===== config.mk =====
export PLATFORM = sky130hd
export DESIGN_NAME = polaris_ifetch_queue
export DESIGN_NICKNAME = d
export VERILOG_FILES = /design/src/rtl/polaris_ifetch_queue.sv
export SDC_FILE = /design/constraint.sdc
export NUM_CORES = 1
export LEC_CHECK = 0
export CAP_MARGIN = 20
export CORE_MARGIN = 1
export CORE_UTILIZATION = 50
export CTS_CLUSTER_DIAMETER = 100
export DETAILED_ROUTE_END_ITERATION = 16
export PLACE_DENSITY = 0.74
export SYNTH_ARGS = -nofsm -noshare
export SYNTH_HDL_FRONTEND = slang
export SYNTH_SLANG_ARGS = --single-unit

===== constraint.sdc =====
create_clock -name clk_i -period 8.85 [get_ports clk_i]
set_clock_uncertainty 0.1 [all_clocks]
set_input_delay 1.77 -clock clk_i [delete_from_list [all_inputs] [get_ports clk_i]]
set_output_delay 1.77 -clock clk_i [all_outputs]
set_load 0.005 [all_outputs]

===== src/rtl/polaris_ifetch_queue.sv =====
// Instruction prefetch queue: runs ahead on the I bus, buffers tagged words.
// clk_i/reset_i; I bus (istb/iadr/isiz/iack/idat); redirect; head + count out.
module polaris_ifetch_queue #(
  parameter int          XLEN      = 64,
  parameter int          DEPTH     = 4,
  parameter logic [63:0] RESET_VEC = 64'hFFFF_FFFF_FFFF_FF00
) (
  input  logic                     clk_i,
  input  logic                     reset_i,
  input  logic                     iack_i,
  input  logic [31:0]              idat_i,
  output logic                     istb_o,
  output logic [XLEN-1:0]          iadr_o,
  output logic [1:0]               isiz_o,
  input  logic                     redir_i,
  input  logic [XLEN-1:0]          redir_adr_i,
  output logic                     inst_valid_o,
  input  logic                     inst_ready_i,
  output logic [31:0]              inst_o,
  output logic [XLEN-1:0]          inst_adr_o,
  output logic                     inst_fault_o,
  output logic [$clog2(DEPTH):0]   count_o
);

  localparam int PW = $clog2(DEPTH);
  localparam int CW = PW + 1;
  localparam logic [CW-1:0]   FULL = CW'(DEPTH);
  localparam logic [XLEN-1:0] RV   = RESET_VEC[XLEN-1:0];

  typedef enum logic {FETCH, HALT} st_t;

  st_t             r_state;
  logic [XLEN-1:0] r_fpc;
  logic [PW-1:0]   r_rd;
  logic [PW-1:0]   r_wr;
  logic [CW-1:0]   r_count;
  logic [31:0]     r_dat [DEPTH];
  logic [XLEN-1:0] r_adr [DEPTH];
  logic [DEPTH-1:0] r_flt;

  logic w_go;
  logic w_aln;
  logic w_stb;
  logic w_enq_bus;
  logic w_enq_flt;
  logic w_enq;
  logic w_valid;
  logic w_deq;

  // Fetch may start only on registered occupancy; redirect and reset
  // kill the strobe in the same cycle so no ack can be half-taken.
  assign w_aln     = (r_fpc[1:0] == 2'b00);
  assign w_go      = (r_state == FETCH) & (r_count < FULL)
                   & ~redir_i & ~reset_i;
  assign w_stb     = w_go & w_aln;
  assign w_enq_bus = w_stb & iack_i;
  // A misaligned target becomes a queued fault instead of a bus cycle.
  assign w_enq_flt = w_go & ~w_aln;
  assign w_enq     = w_enq_bus | w_enq_flt;
  assign w_valid   = (r_count != '0);
  assign w_deq     = w_valid & inst_ready_i;

  assign istb_o       = w_stb;
  assign iadr_o       = w_stb ? r_fpc : '0;
  assign isiz_o       = w_stb ? 2'b10 : 2'b00;
  assign inst_valid_o = w_valid;
  assign inst_fault_o = w_valid & r_flt[r_rd];
  assign inst_o       = (w_valid & ~r_flt[r_rd]) ? r_dat[r_rd] : '0;
  assign inst_adr_o   = w_valid ? r_adr[r_rd] : '0;
  assign count_o      = r_count;

  always_ff @(posedge clk_i) begin
    if (reset_i) begin
      r_state <= FETCH;
      r_fpc   <= RV;
      r_rd    <= '0;
      r_wr    <= '0;
      r_count <= '0;
    end else if (redir_i) begin
      r_state <= FETCH;
      r_fpc   <= redir_adr_i;
      r_rd    <= '0;
      r_wr    <= '0;
      r_count <= '0;
    end else begin
      if (w_enq) begin
        r_dat[r_wr] <= w_enq_bus ? idat_i : '0;
        r_adr[r_wr] <= r_fpc;
        r_flt[r_wr] <= w_enq_flt;
        r_wr        <= r_wr + PW'(1);
      end
      if (w_enq_bus) begin
        r_fpc <= r_fpc + XLEN'(4);
      end
      if (w_enq_flt) begin
        r_state <= HALT;
      end
      if (w_deq) begin
        r_rd <= r_rd + PW'(1);
      end
      if (w_enq & ~w_deq) begin
        r_count <= r_count + CW'(1);
      end else if (~w_enq & w_deq) begin
        r_count <= r_count - CW'(1);
      end
    end
  end

endmodule


==> results of run 1 <==
[cell type report]
class                   count  area [um^2]
fillers                  2842        14390
flip-flops and latches    462        13140
multi-input cells         708         6046
repair buffers            285         2875
clock buffers              65         1316
well taps                 518        648.1
clock inverters            21        178.9
inverters                  12        45.04
diodes                      2        5.005
[cells in the mapped netlist (3+ instances only)]
| cell type | number | area, um^2 |
|---|---|---|
| edfxtp_1 | 388 | 11650 |
| nor3_1 | 22 | 110.1 |
| nor4_1 | 6 | 37.54 |
| a221oi_1 | 6 | 52.55 |
| and2_2 | 4 | 30.03 |
| nand4_1 | 23 | 143.9 |
| nand3_1 | 41 | 205.2 |
| inv_1 | 11 | 41.29 |
| mux2i_1 | 10 | 100.1 |
| clkbuf_1 | 63 | 236.5 |
| nor2b_1 | 36 | 225.2 |
| and4_1 | 9 | 78.83 |
| o311ai_0 | 8 | 70.07 |
| o21ai_0 | 25 | 125.1 |
| nor2_1 | 41 | 153.9 |
| a211oi_1 | 6 | 45.04 |
| o31ai_1 | 4 | 30.03 |
| or3_1 | 3 | 18.77 |
| and2_1 | 70 | 437.9 |
| ha_1 | 6 | 75.07 |
| dfxtp_1 | 74 | 1481 |
| buf_1 | 9 | 33.78 |
| a211o_1 | 3 | 26.28 |
| clkbuf_8 | 4 | 55.05 |
| xnor2_1 | 7 | 61.31 |
| a21oi_1 | 43 | 215.2 |
| buf_4 | 4 | 30.03 |
| and3_1 | 110 | 688.2 |
| xor2_1 | 12 | 105.1 |
| buf_2 | 5 | 25.02 |
| and3_2 | 3 | 22.52 |
| and4_2 | 3 | 30.03 |
| or4_1 | 6 | 45.04 |
| a31oi_1 | 7 | 43.79 |
| nand2_1 | 48 | 180.2 |
| o211ai_1 | 13 | 97.59 |
| mux4_2 | 97 | 2185 |
[path summary, 6_finish.rpt]
| kind | start | end | slack [ps] |
|---|---|---|---|
| max reg2reg | count_o[2]$_SDFFE_PP0P_ | r_adr[2][19]$_DFFE_PP_ | 4520 |
| max | redir_i | isiz_o[1] | 2960 |
| min | r_fpc[14]$_SDFFE_PP1N_ | r_adr[1][14]$_DFFE_PP_ | 470 |
| min reg2reg | r_fpc[14]$_SDFFE_PP1N_ | r_adr[1][14]$_DFFE_PP_ | 470 |
[report_power, final]
part	internal (mW)	switching (mW)
registers	2.41	0.0732
clock network	1.13	0.790
logic	0.261	0.229
[cell usage in the layout, fill, tap and decap left out, types with 13 or more instances in the layout]
| cell type | Yosys | final |
|---|---|---|
| edfxtp_1 | 388 | 388 |
| clkdlybuf4s50_1 | 0 | 263 |
| and3_1 | 110 | 110 |
| mux4_2 | 97 | 97 |
| dfxtp_1 | 74 | 72 |
| and2_1 | 70 | 70 |
| clkbuf_16 | 0 | 49 |
| nand2_1 | 48 | 48 |
| a21oi_1 | 43 | 43 |
| nand3_1 | 41 | 41 |
| nor2_1 | 41 | 40 |
| nor2b_1 | 36 | 32 |
| o21ai_0 | 25 | 25 |
| nand4_1 | 23 | 23 |
| nor3_1 | 22 | 22 |
| buf_4 | 4 | 14 |
| o211ai_1 | 13 | 13 |
| clkbuf_1 | 63 | 13 |
[layer usage]
metal  vias to the layer above  wire length, um
met5                         -                0
met4                         0              933
met3                        57             3924
met2                       571            23650
met1                      6247            20380
li1                       5494                -
[sequential cells by signal, indices dropped and copies added (netlist names), named ones only]
name and count:
r_rd 2, r_flt 4, r_state 1, r_fpc 64, r_adr 256, r_wr 2
count_o 3, r_dat 128
[cells by family after synthesis]
| kind of cell | count (synthesis) |
|---|---|
| fa+ha+maj | 7 |
| buf+inv | 99 |
| other cells | 1 |
| xor+xnor | 19 |
| simple gates | 438 |
| compound gates | 134 |
| flops | 462 |
| mux | 107 |
==> flow_metrics.env, run 1 <==
export IMPL_dieArea_um2=39930
export IMPL_ctsHoldBuffers=0
export IMPL_drv_slew=0
export IMPL_ir_drop_v=0.0001338
export IMPL_grt_busiest_layer="met2"
export IMPL_crit_cells=5
export IMPL_die_h_um=199.8
export IMPL_path_max_fanout=67
export IMPL_htreeDepth=2
export IMPL_syn2layout_area_growth_pct=23.95
export IMPL_setup_viol=0
export IMPL_numCtsBuffers=47
export IMPL_first_pass_iters=5
export IMPL_post_place_ws_ps=3006
export IMPL_critPathKind="input port to output pin"
export IMPL_slew_limit_headroom=0.3489
export IMPL_synth_compound_area_frac=0.04444
export IMPL_setup_slack_ps=2958
export IMPL_routed_via_density=5.967
export IMPL_route_detailed_drc=0
export IMPL_fin_util=0.6276
export IMPL_routedWlPerCell_um=23.58
export IMPL_core_um2=38650
export IMPL_synth_area_per_cell_um2=15.44
export IMPL_p_leak_nw=8.194
export IMPL_rows=72
export IMPL_clk_latency_ps=550
export IMPL_path_delay_family="simple AND/OR/NAND/NOR gates"
export IMPL_ctsLongestPathBuffers=3
export IMPL_whs_ps=467.3
export IMPL_critPathMaxStageDelay_ps=620
export IMPL_drv_cap=0
export IMPL_fin_crit_sh=0.6658
export IMPL_synth_edf_count=388
export IMPL_grt_use_met1=0.3503
export IMPL_synth_top_family_by_area="simple AND/OR/NAND/NOR gates"
export IMPL_cts_setup_buffers=0
export IMPL_crit_path_start_kind="input port"
export IMPL_gp_congestion=0.8313
export IMPL_grt_max_degree=69
export IMPL_grt_util_met2=0.3992
export IMPL_r2r_cells=6
export IMPL_yosys_area_share_adder=0.004860
export IMPL_placed_area_um2=22690
export IMPL_port_buffers=265
export IMPL_drt_iter0_drc=956
export IMPL_async_flop_share=0
export IMPL_grt_ovfl_total=0
export IMPL_vias=12369
export IMPL_ant_nets=0
export IMPL_ys_types=62
export IMPL_dp_hpwl_um=30260
export IMPL_dp_cells=1981
export IMPL_top_level_ports=269
export IMPL_antenna_found_initial=1
export IMPL_ys_ff_latch=462
export IMPL_worstSetupEndpointType="output pin"
export IMPL_drt_wl_total_um=48890
export IMPL_yosysWarnings=0
export IMPL_status="finished clean"
export IMPL_grt_pass1_wl_um=73150
export IMPL_path_cells="buf_2 -> buf_4 -> or4_1 -> nor3_1 -> clkdlybuf4s50_1"
export IMPL_hold_violations=0
export IMPL_yosys_area_share_simple=0.1312
export IMPL_synth_cells=1267
export IMPL_drive_above_1_share=0.1391
export IMPL_netlist_area_um2=19570
export IMPL_powerDensity_nw_per_um2=201.5
export IMPL_fin_cells=2073
export IMPL_grt_pass1_vias=12109
export IMPL_die_width_um=199.8
export IMPL_cts_resized=0
export IMPL_crit_path_top_delay_cell="clkdlybuf4s50_1"
export IMPL_cts_tree="yes"
export IMPL_cts_sinks=462
export IMPL_final_setup_tns_ps=0
export IMPL_tightest_slew_ps=974.6
export IMPL_gr_usage_all_layers=0.2463
export IMPL_cts_root_buf="clkbuf_16"
export IMPL_initial_core_util=0.5063
export IMPL_path_clk_slew_ps=60
export IMPL_worst_path_buf_inv=3
export IMPL_final_area_um2=24250
export IMPL_yosysSeqAreaShare=0.6711
export IMPL_met3_usage=0.03931
export IMPL_arrival_ps=4020
export IMPL_synth_xor_xnor_area_share=0.008504
export IMPL_timing_fmax_ghz=0.1697
export IMPL_post_route_min_period_ps=5892
export IMPL_hp_class="flop to flop"
export IMPL_worst_endpoint_required_ps=6980
export IMPL_totalPowerFinal_mw=4.888
export IMPL_hold_path_depth=0
export IMPL_synth_top_flop_cell="edfxtp_1"
export IMPL_synth_mux_area_frac=0.1168
export IMPL_finalNetCount=1624
export IMPL_rsz0062_at_grt="false"
No activity file was read; power rests on OpenSTA's default activity.
==> run 2: changes to the inputs <==
==> constraint.sdc (replaced) <==
create_clock -name clk_i -period 6.1 [get_ports clk_i]
set_clock_uncertainty 0.1 [all_clocks]
set_input_delay 1.22 -clock clk_i [delete_from_list [all_inputs] [get_ports clk_i]]
set_output_delay 1.22 -clock clk_i [all_outputs]
set_load 0.005 [all_outputs]
==> run 2 against run 1 <==
Effect of this change: routed wire length is 0.97% lower; non-clock buffer count increased by 2; worst hold slack worse by 31 ps; sequential power grew 45%; critical path type is now flop to output pin; clock power grew 40%; largest power group unchanged; first-iteration DRC count increased by 5.9%.
==> flow_metrics.env, run 2 (synthesis results as in run 1) <==
export IMPL_regMostFlops="r_adr"
export IMPL_post_place_ws_ps=1303
export IMPL_r2r_end="count_o[2]$_SDFFE_PP0P_"
export IMPL_fin_crit_sh=0.7250
export IMPL_powerDensity_nw_per_um2=289.5
export IMPL_hold_path_startpoint="r_state$_SDFFE_PP0P_"
export IMPL_port_buffers=265
export IMPL_drv_cap=0
export IMPL_status="finished clean"
export IMPL_grt_pass1_wl_um=72680
export IMPL_reg2reg_slack_ps=2150
export IMPL_dieArea_um2=39930
export IMPL_drv_slew=0
export IMPL_most_common_layout_cells="edfxtp_1, clkdlybuf4s50_1, and3_1"
export IMPL_cts_setup_buffers=0
export IMPL_worstSetupEndpointType="output pin"
export IMPL_crit_path_start_kind="flop"
export IMPL_path_max_fanout=28
export IMPL_route_detailed_drc=0
export IMPL_vias=12266
export IMPL_rows=72
export IMPL_largest_register_ff_count=256
export IMPL_layout_commonest_cell="edfxtp_1"
export IMPL_cts_tree="yes"
export IMPL_cts_sinks=462
export IMPL_dp_hpwl_um=29910
export IMPL_dp_cells=1986
export IMPL_ant_nets=0
export IMPL_grt_ovfl_total=0
export IMPL_top_regs="r_adr: 256 flops, r_dat: 128 flops, r_fpc: 64 flops"
export IMPL_gp_congestion=0.8346
export IMPL_post_route_min_period_ps=4423
export IMPL_slew_limit_headroom=0.2676
export IMPL_initial_core_util=0.5063
export IMPL_tightest_slew_ps=1099
export IMPL_hp_class="flop to flop"
export IMPL_cts_root_buf="clkbuf_16"
export IMPL_setup_viol=0
export IMPL_fin_cells=2074
export IMPL_totalPowerFinal_mw=6.992
export IMPL_top_level_ports=269
export IMPL_die_h_um=199.8
export IMPL_critPathKind="flop to output pin"
export IMPL_grt_max_degree=73
export IMPL_numCtsBuffers=46
export IMPL_ctsHoldBuffers=0
export IMPL_hold_path_depth=1
export IMPL_finalNetCount=1625
export IMPL_worst_endpoint_required_ps=4780
export IMPL_drive_above_1_share=0.1403
export IMPL_arrival_ps=3100
export IMPL_timing_fmax_ghz=0.2261
export IMPL_syn2layout_area_growth_pct=23.44
export IMPL_path_clk_slew_ps=60
export IMPL_routedWlPerCell_um=23.34
export IMPL_core_um2=38650
export IMPL_antenna_found_initial=4
export IMPL_rsz0062_at_grt="false"
export IMPL_r2r_cells=11
export IMPL_first_pass_iters=5
export IMPL_die_width_um=199.8
export IMPL_gr_usage_all_layers=0.2450
export IMPL_routed_via_density=5.914
export IMPL_drt_iter0_drc=1012
export IMPL_clk_latency_ps=570
export IMPL_htreeDepth=2
export IMPL_setup_slack_ps=1677
export IMPL_holdPathEnd="r_state$_SDFFE_PP0P_"
export IMPL_drt_wl_total_um=48420
export IMPL_ctsLongestPathBuffers=3
export IMPL_ir_drop_v=0.0002325
export IMPL_r2r_start="count_o[2]$_SDFFE_PP0P_"
export IMPL_cts_resized=0
export IMPL_p_leak_nw=8.169
export IMPL_hold_violations=0
export IMPL_grt_pass1_vias=12201
[run 2: worst max path at each step]
stage | depth (start not counted) | from | endpoint
finish | 4 | flop | inst_o[29]
floorplan | 5 | reset_i | r_adr[0][0]$_DFFE_PP_
detailed placement | 12 | redir_i | count_o[2]$_SDFFE_PP0P_
global route | 4 | flop | inst_o[29]
global placement | 7 | redir_i | r_dat[2][30]$_DFFE_PP_
CTS | 4 | flop | inst_o[29]
[run 2: power by group]
part	internal [mW]	leakage, nW	total, mW	switching (mW)
sequential	3.49	4.10	3.60	0.103
combinational	0.375	3.36	0.710	0.335
clock	1.53	0.709	2.68	1.15
total	5.40	8.17	6.99	1.59
[run 2: through the flow]
step                hold slack (ps)  instance area (um^2)    util  setup TNS, ps
finish                        436.2                 24150  0.6250              0
global route                  460.6                 24150  0.6250              0
CTS                           438.0                 24140  0.6246              0
detailed placement            423.3                 22720  0.5878              0
global placement              415.1                 22700  0.5873              0
floorplan                     364.7                 19580       -        -426400
[run 2: cell type report]
| type | instances | area [um^2] |
|---|---|---|
| antenna | 2 | 5.005 |
| clock buffer | 65 | 1306 |
| clock inverter | 20 | 117.6 |
| fill | 2862 | 14490 |
| inverter | 12 | 45.04 |
| multi-input combinational | 708 | 6046 |
| sequential | 462 | 13140 |
| tap | 518 | 648.1 |
| timing repair buffer | 287 | 2845 |
[run 2: worst max-delay path, cell delays in order, from the launching register on]
cell	delay, ps
dfxtp_4	710
buf_4	570
mux4_2	600
nor2b_1	160
clkdlybuf4s50_1	470
[run 2: routing by layer]
layer	part of all wire	GRT usage	vias to the layer above
li1	-	-	5491
met1	0.42	0.3436	6146
met2	0.47	0.3852	555
met3	0.081	0.04923	72
met4	0.023	0.08284	2
met5	0.00029	0	-
==> RTL edit 1: new RTL, config.mk and constraints of run 1 <==
Change the parameter `DEPTH` from 4 to 2.
--- a/src/rtl/polaris_ifetch_queue.sv
+++ b/src/rtl/polaris_ifetch_queue.sv
@@ -2,7 +2,7 @@
 // clk_i/reset_i; I bus (istb/iadr/isiz/iack/idat); redirect; head + count out.
 module polaris_ifetch_queue #(
   parameter int          XLEN      = 64,
-  parameter int          DEPTH     = 4,
+  parameter int          DEPTH     = 2,
   parameter logic [63:0] RESET_VEC = 64'hFFFF_FFFF_FFFF_FF00
 ) (
   input  logic                     clk_i,
Interface: changed (resized count_o); port bits go from 269 to 268. The function was not compared with the original's and may differ.
==> RTL edit 1 against run 1 <==
Sequential cell count shrank 198; largest power group unchanged; via count down 24%; worst setup slack improved by 200 ps; wire length down 32%; total power shrank 39%; final area down 35%; largest cell class unchanged; maximum frequency increased by 3.5%; area after synthesis fell by 38%.
==> RTL edit 1: results (changes against run 1) <==
- The number of filler instances in the final layout is 1821 (-36%).
- The kind of cell adding the most delay to the critical path is buffers and inverters.
- The detailed placement HPWL is 21800 microns (-28%).
- The met1 global-route usage came to 35.4% (+0.33 points).
- The sequential fraction of the synthesis area is 59.9% (-7.2 points).
- The number of flops mapped to enable cells by yosys is 194 (-50%).
- The met2 track utilization from global routing is 42.3% (+2.4 points).
- The unique cell type count in the Yosys netlist is 64 (+3.2%).
- The violation count after the first detailed-route iteration is 672 (-30%).
- The highest ir drop seen on vdd is 0.000177 V (+32%).
- The largest registers in the layout are r_adr x128, r_dat x64, r_fpc x64.
- The flow ran to the end, and the final reports show no timing, DRC or antenna violations.
- The maximum fanout along the worst path was 79 (+18%).
- The wire length of the first global-routing pass is 50400 microns (-31%).
- The average instance area after synthesis is 11.5 sq um (-25%).
- The initial antenna violation count is 4 (+3).
- In the post-synthesis netlist, the biggest area contributors are sky130_fd_sc_hd__edfxtp_1, sky130_fd_sc_hd__dfxtp_1, sky130_fd_sc_hd__mux2i_1.
- The deepest level of the CTS H-tree is 1 (-1).
- The insertion delay of the later-clocked pin in the worst-skew pair came to 530 ps (-20 ps).
- The transition time of the tightest slew-check pin came to 1110 ps (+133 ps).
- The pin count of the biggest net entering global routing is 80 (+16%).
- The net total in the final layout is 1386 (-15%).
- The final estimated routing congestion in global placement is 0.822 (-1.2%).
- The cell total after placement is 1571 (-21%).
- The static leakage is 5.58 nW (-32%).
- The total routing resource utilization after global routing is 26.3% (+1.7 points).
- The average wire length per cell after detail routing is 20.5 microns (-13%).
RTL edit 1: cells by family (layout without fill, tap and decap cells):
| logic type | after synthesis | count (layout) | share of synthesized area (%) |
|---|---|---|---|
| other | 1 | 8 | 0.0311 |
| buffers and inverters | 85 | 342 | 3.24 |
| XOR/XNOR | 18 | 18 | 1.31 |
| AO/OA/AOI/OAI | 134 | 134 | 6.98 |
| flip-flops | 264 | 264 | 59.9 |
| AND/OR/NAND/NOR | 439 | 439 | 19.8 |
| adder cells (fa/ha/maj) | 2 | 2 | 0.207 |
| multiplexers | 103 | 103 | 8.55 |
RTL edit 1: layout make-up:
class                      count  area [sq um]  share of cell area [%]
multi-input combinational    699          4500                    28.4
clock buffer                  42           835                    5.26
tap                          319           399                    2.51
antenna                        5          12.5                  0.0788
sequential                   264          7230                    45.6
inverter                      10          37.5                   0.236
timing repair buffer         280          2770                    17.4
clock inverter                10          90.1                   0.568
RTL edit 1: routing by layer:
metal | up-vias | wire length (microns)
met5 | - | 0
met4 | 0 | 774
met3 | 59 | 2970
met1 | 4515 | 14200
li1 | 4402 | -
met2 | 392 | 15500
RTL edit 1: where the power goes:
group	total, mW	leakage (nW)	internal, mW	switching (mW)
Sequential	1.44	2.36	1.38	0.0609
Combinational	0.364	2.77	0.186	0.178
Clock	1.15	0.453	0.681	0.474
RTL edit 1: worst paths after layout:
| check | from | to | cells past startpoint |
|---|---|---|---|
| setup / recovery | redir_i | iadr_o[45] | 6 |
| hold reg to reg | r_fpc[51] | r_adr[0][51] | 0 |
| hold / removal | r_fpc[51] | r_adr[0][51] | 0 |
| setup reg to reg | count_o[1] | r_adr[0][34] | 7 |
RTL edit 1: through the flow:
step | hold WS, ps | power (mW)
after floorplan | 348 | 1.63
after global placement | 425 | 1.82
after detailed placement | 431 | 1.83
after CTS | 439 | 2.98
after global routing | 453 | 3.06
final | 439 | 2.96
==> RTL edit 2: new RTL, flow settings as in run 1 <==
Made on the original files. Put a register stage on the output `inst_fault_o`, without a reset. The value now appears one clock later. The other outputs are not delayed to match.
--- a/src/rtl/polaris_ifetch_queue.sv
+++ b/src/rtl/polaris_ifetch_queue.sv
@@ -64,7 +64,9 @@
   assign iadr_o       = w_stb ? r_fpc : '0;
   assign isiz_o       = w_stb ? 2'b10 : 2'b00;
   assign inst_valid_o = w_valid;
-  assign inst_fault_o = w_valid & r_flt[r_rd];
+  always_ff @(posedge clk_i) begin
+    inst_fault_o <= w_valid & r_flt[r_rd];
+  end
   assign inst_o       = (w_valid & ~r_flt[r_rd]) ? r_dat[r_rd] : '0;
   assign inst_adr_o   = w_valid ? r_adr[r_rd] : '0;
   assign count_o      = r_count;
Check against the original RTL: not equivalent (Yosys sat finds a counterexample within 4 cycles, from zero or initial values and one cycle with reset_i high).
==> RTL edit 2 against run 1 <==
Non-clock buffer count decreased by 4; total power decreased by 1.6%; worst setup slack got worse by 18 ps; register-to-register slack improved by 230 ps; global-route usage decreased by 0.094 points; area after synthesis increased by 0.10%; sequential cell count increased by 1; final area decreased by 0.39%; first-iteration DRC count increased by 0.63%; largest cell class unchanged; final cell count decreased by 0.19%; critical path type unchanged; wire length decreased by 0.48%.
==> RTL edit 2: results (changes against run 1) <==
- The run finished with clean final reports.
- The number of buffers between clock root and the deepest sink came to 3 (unchanged).
- The sequential fraction of the synthesis area is 67.1% (about the same).
- The pin count of the biggest net entering global routing was 79 (+14%).
- The highest ir drop seen on vdd came to 0.000162 V (+21%).
- The fraction of final layout cells with drive strength greater than 1 was 13.5% (-0.36 points).
- The wire length of the first global-routing pass is 73000 microns (-0.26%).
- The initial antenna violation count is 0 (-1).
- The number of buffer cells added on primary ports is 265 (unchanged).
- The unique cell type count in the Yosys netlist is 62 (unchanged).
- The detailed placement HPWL was 29800 microns (-1.4%).
- Ranked by instance count, the synthesized netlist is headed by sky130_fd_sc_hd__edfxtp_1, sky130_fd_sc_hd__and3_1, sky130_fd_sc_hd__mux4_2, sky130_fd_sc_hd__dfxtp_1, sky130_fd_sc_hd__and2_1.
- The total routing resource utilization after global routing is 24.5% (-0.094 points).
- The deepest level of the CTS H-tree is 2 (unchanged).
- The violation count after the first detailed-route iteration came to 962 (+0.63%).
- The number of buffers created by CTS is 46 (-2.1%).
- The maximum fanout along the worst path is 68 (+1.5%).
- The share of flip-flops with an asynchronous set or reset after synthesis is 0% (unchanged).
- The post-placement setup slack is 2940 ps (-68.0 ps).
- The total wire length after detailed routing came to 48700 microns (-0.48%).
- The transition time of the tightest slew-check pin is 1030 ps (+53.5 ps).
- The worst path arrival time is 4040 ps (+20 ps).
- By area the synthesized netlist is led by sky130_fd_sc_hd__edfxtp_1, sky130_fd_sc_hd__mux4_2, sky130_fd_sc_hd__dfxtp_1.
- The net total in the final layout is 1620 (-0.25%).
- The post-cts sizing count is 0 (unchanged).
- The clock tree root driver cell is sky130_fd_sc_hd__clkbuf_16.
- The number of flip-flops under the largest register name was 256 (unchanged).
- The number of filler instances in the final layout is 2778 (-2.3%).
- The number of global-route vias before repair was 12100 (+0.0083%).
- The mean number of vias per cell was 5.97 (about the same).
- The largest registers in the layout are r_adr x256, r_dat x128, r_fpc x64.
- The insertion delay of the later-clocked pin in the worst-skew pair is 550 ps (about the same).
- The clock-pin slew on the worst setup and hold paths is 60 ps (about the same).
- The static leakage is 8.15 nW (-0.57%).
- The total number of yosys warnings was 0 (unchanged).
- The setup fix buffers added after clock tree synthesis was 0 (unchanged).
- The tightest min-delay check is of the reg -> reg type.
- The number of iterations in the first detailed-routing pass is 5 (unchanged).
- The final estimated routing congestion in global placement is 0.813 (-2.2%).
- The DRC violation count after routing came to 0 (unchanged).
- The synthesized cell area is 0.0196 sq mm (+0.10%).
- The number of flops mapped to enable cells by yosys is 388 (unchanged).
[RTL edit 2: cell count changes after synthesis, sizes merged]
cell	delta
dfxtp	+1
[RTL edit 2: layer usage]
metal / routed length, microns / track usage [%] / part of all wire [%]
met1: 20100 / 34.6 / 41
met2: 22800 / 38.4 / 47
met3: 4310 / 4.89 / 8.9
met4: 1460 / 8.40 / 3.0
met5: 0 / 0 / 0
[RTL edit 2: cell type report]
cell class / instances / area [sq um] / area share [%]
multi-input combinational: 708 / 6050 / 25.0
tap: 518 / 648 / 2.68
sequential: 463 / 13200 / 54.5
timing repair buffer: 281 / 2840 / 11.8
clock buffer: 64 / 1290 / 5.35
antenna: 1 / 2.50 / 0.0104
inverter: 12 / 45.0 / 0.186
clock inverter: 22 / 124 / 0.513
[RTL edit 2: power breakdown]
group          switching [mW]  internal (mW)  total (mW)
sequential             0.0740           2.41        2.49
clock                   0.787           1.05        1.83
combinational           0.229          0.260       0.489
total                    1.09           3.72        4.81
[RTL edit 2: cell families after synthesis]
group / after synthesis / synth area share, %
adders and majority gates: 7 / 0.485
xor gates and xnor gates: 19 / 0.850
and+or+nand+nor: 438 / 13.1
AOI/OAI and AO/OA: 134 / 4.44
muxes: 107 / 11.7
DFF: 463 / 67.1
other: 1 / 0.0191
buffers and inverters: 99 / 2.29
[RTL edit 2: per-stage QoR]
stage | cell area, sq um | std cells | total power, mW
floorplan | 19600 | 1270 | 2.74
global placement | 22700 | 1979 | 3.01
detailed placement | 22700 | 1979 | 3.02
CTS | 24100 | 2065 | 4.84
global route | 24200 | 2068 | 4.98
finish | 24200 | 2069 | 4.81
[RTL edit 2: final timing paths]
check / startpoint / endpoint / slack [ps] / cells after the start
hold / removal: r_state / r_state / 460 / 1
setup reg to reg: count_o[2] / count_o[2] / 4750 / 11
hold reg to reg: r_state / r_state / 460 / 1
setup / recovery: redir_i / istb_o / 2940 / 5
[RTL edit 2: worst max-delay path: stages]
cell	delay, ps
sky130_fd_sc_hd__buf_2	110
sky130_fd_sc_hd__buf_4	340
sky130_fd_sc_hd__or4_1	610
sky130_fd_sc_hd__nor3_1	550
sky130_fd_sc_hd__clkdlybuf4s50_1	620
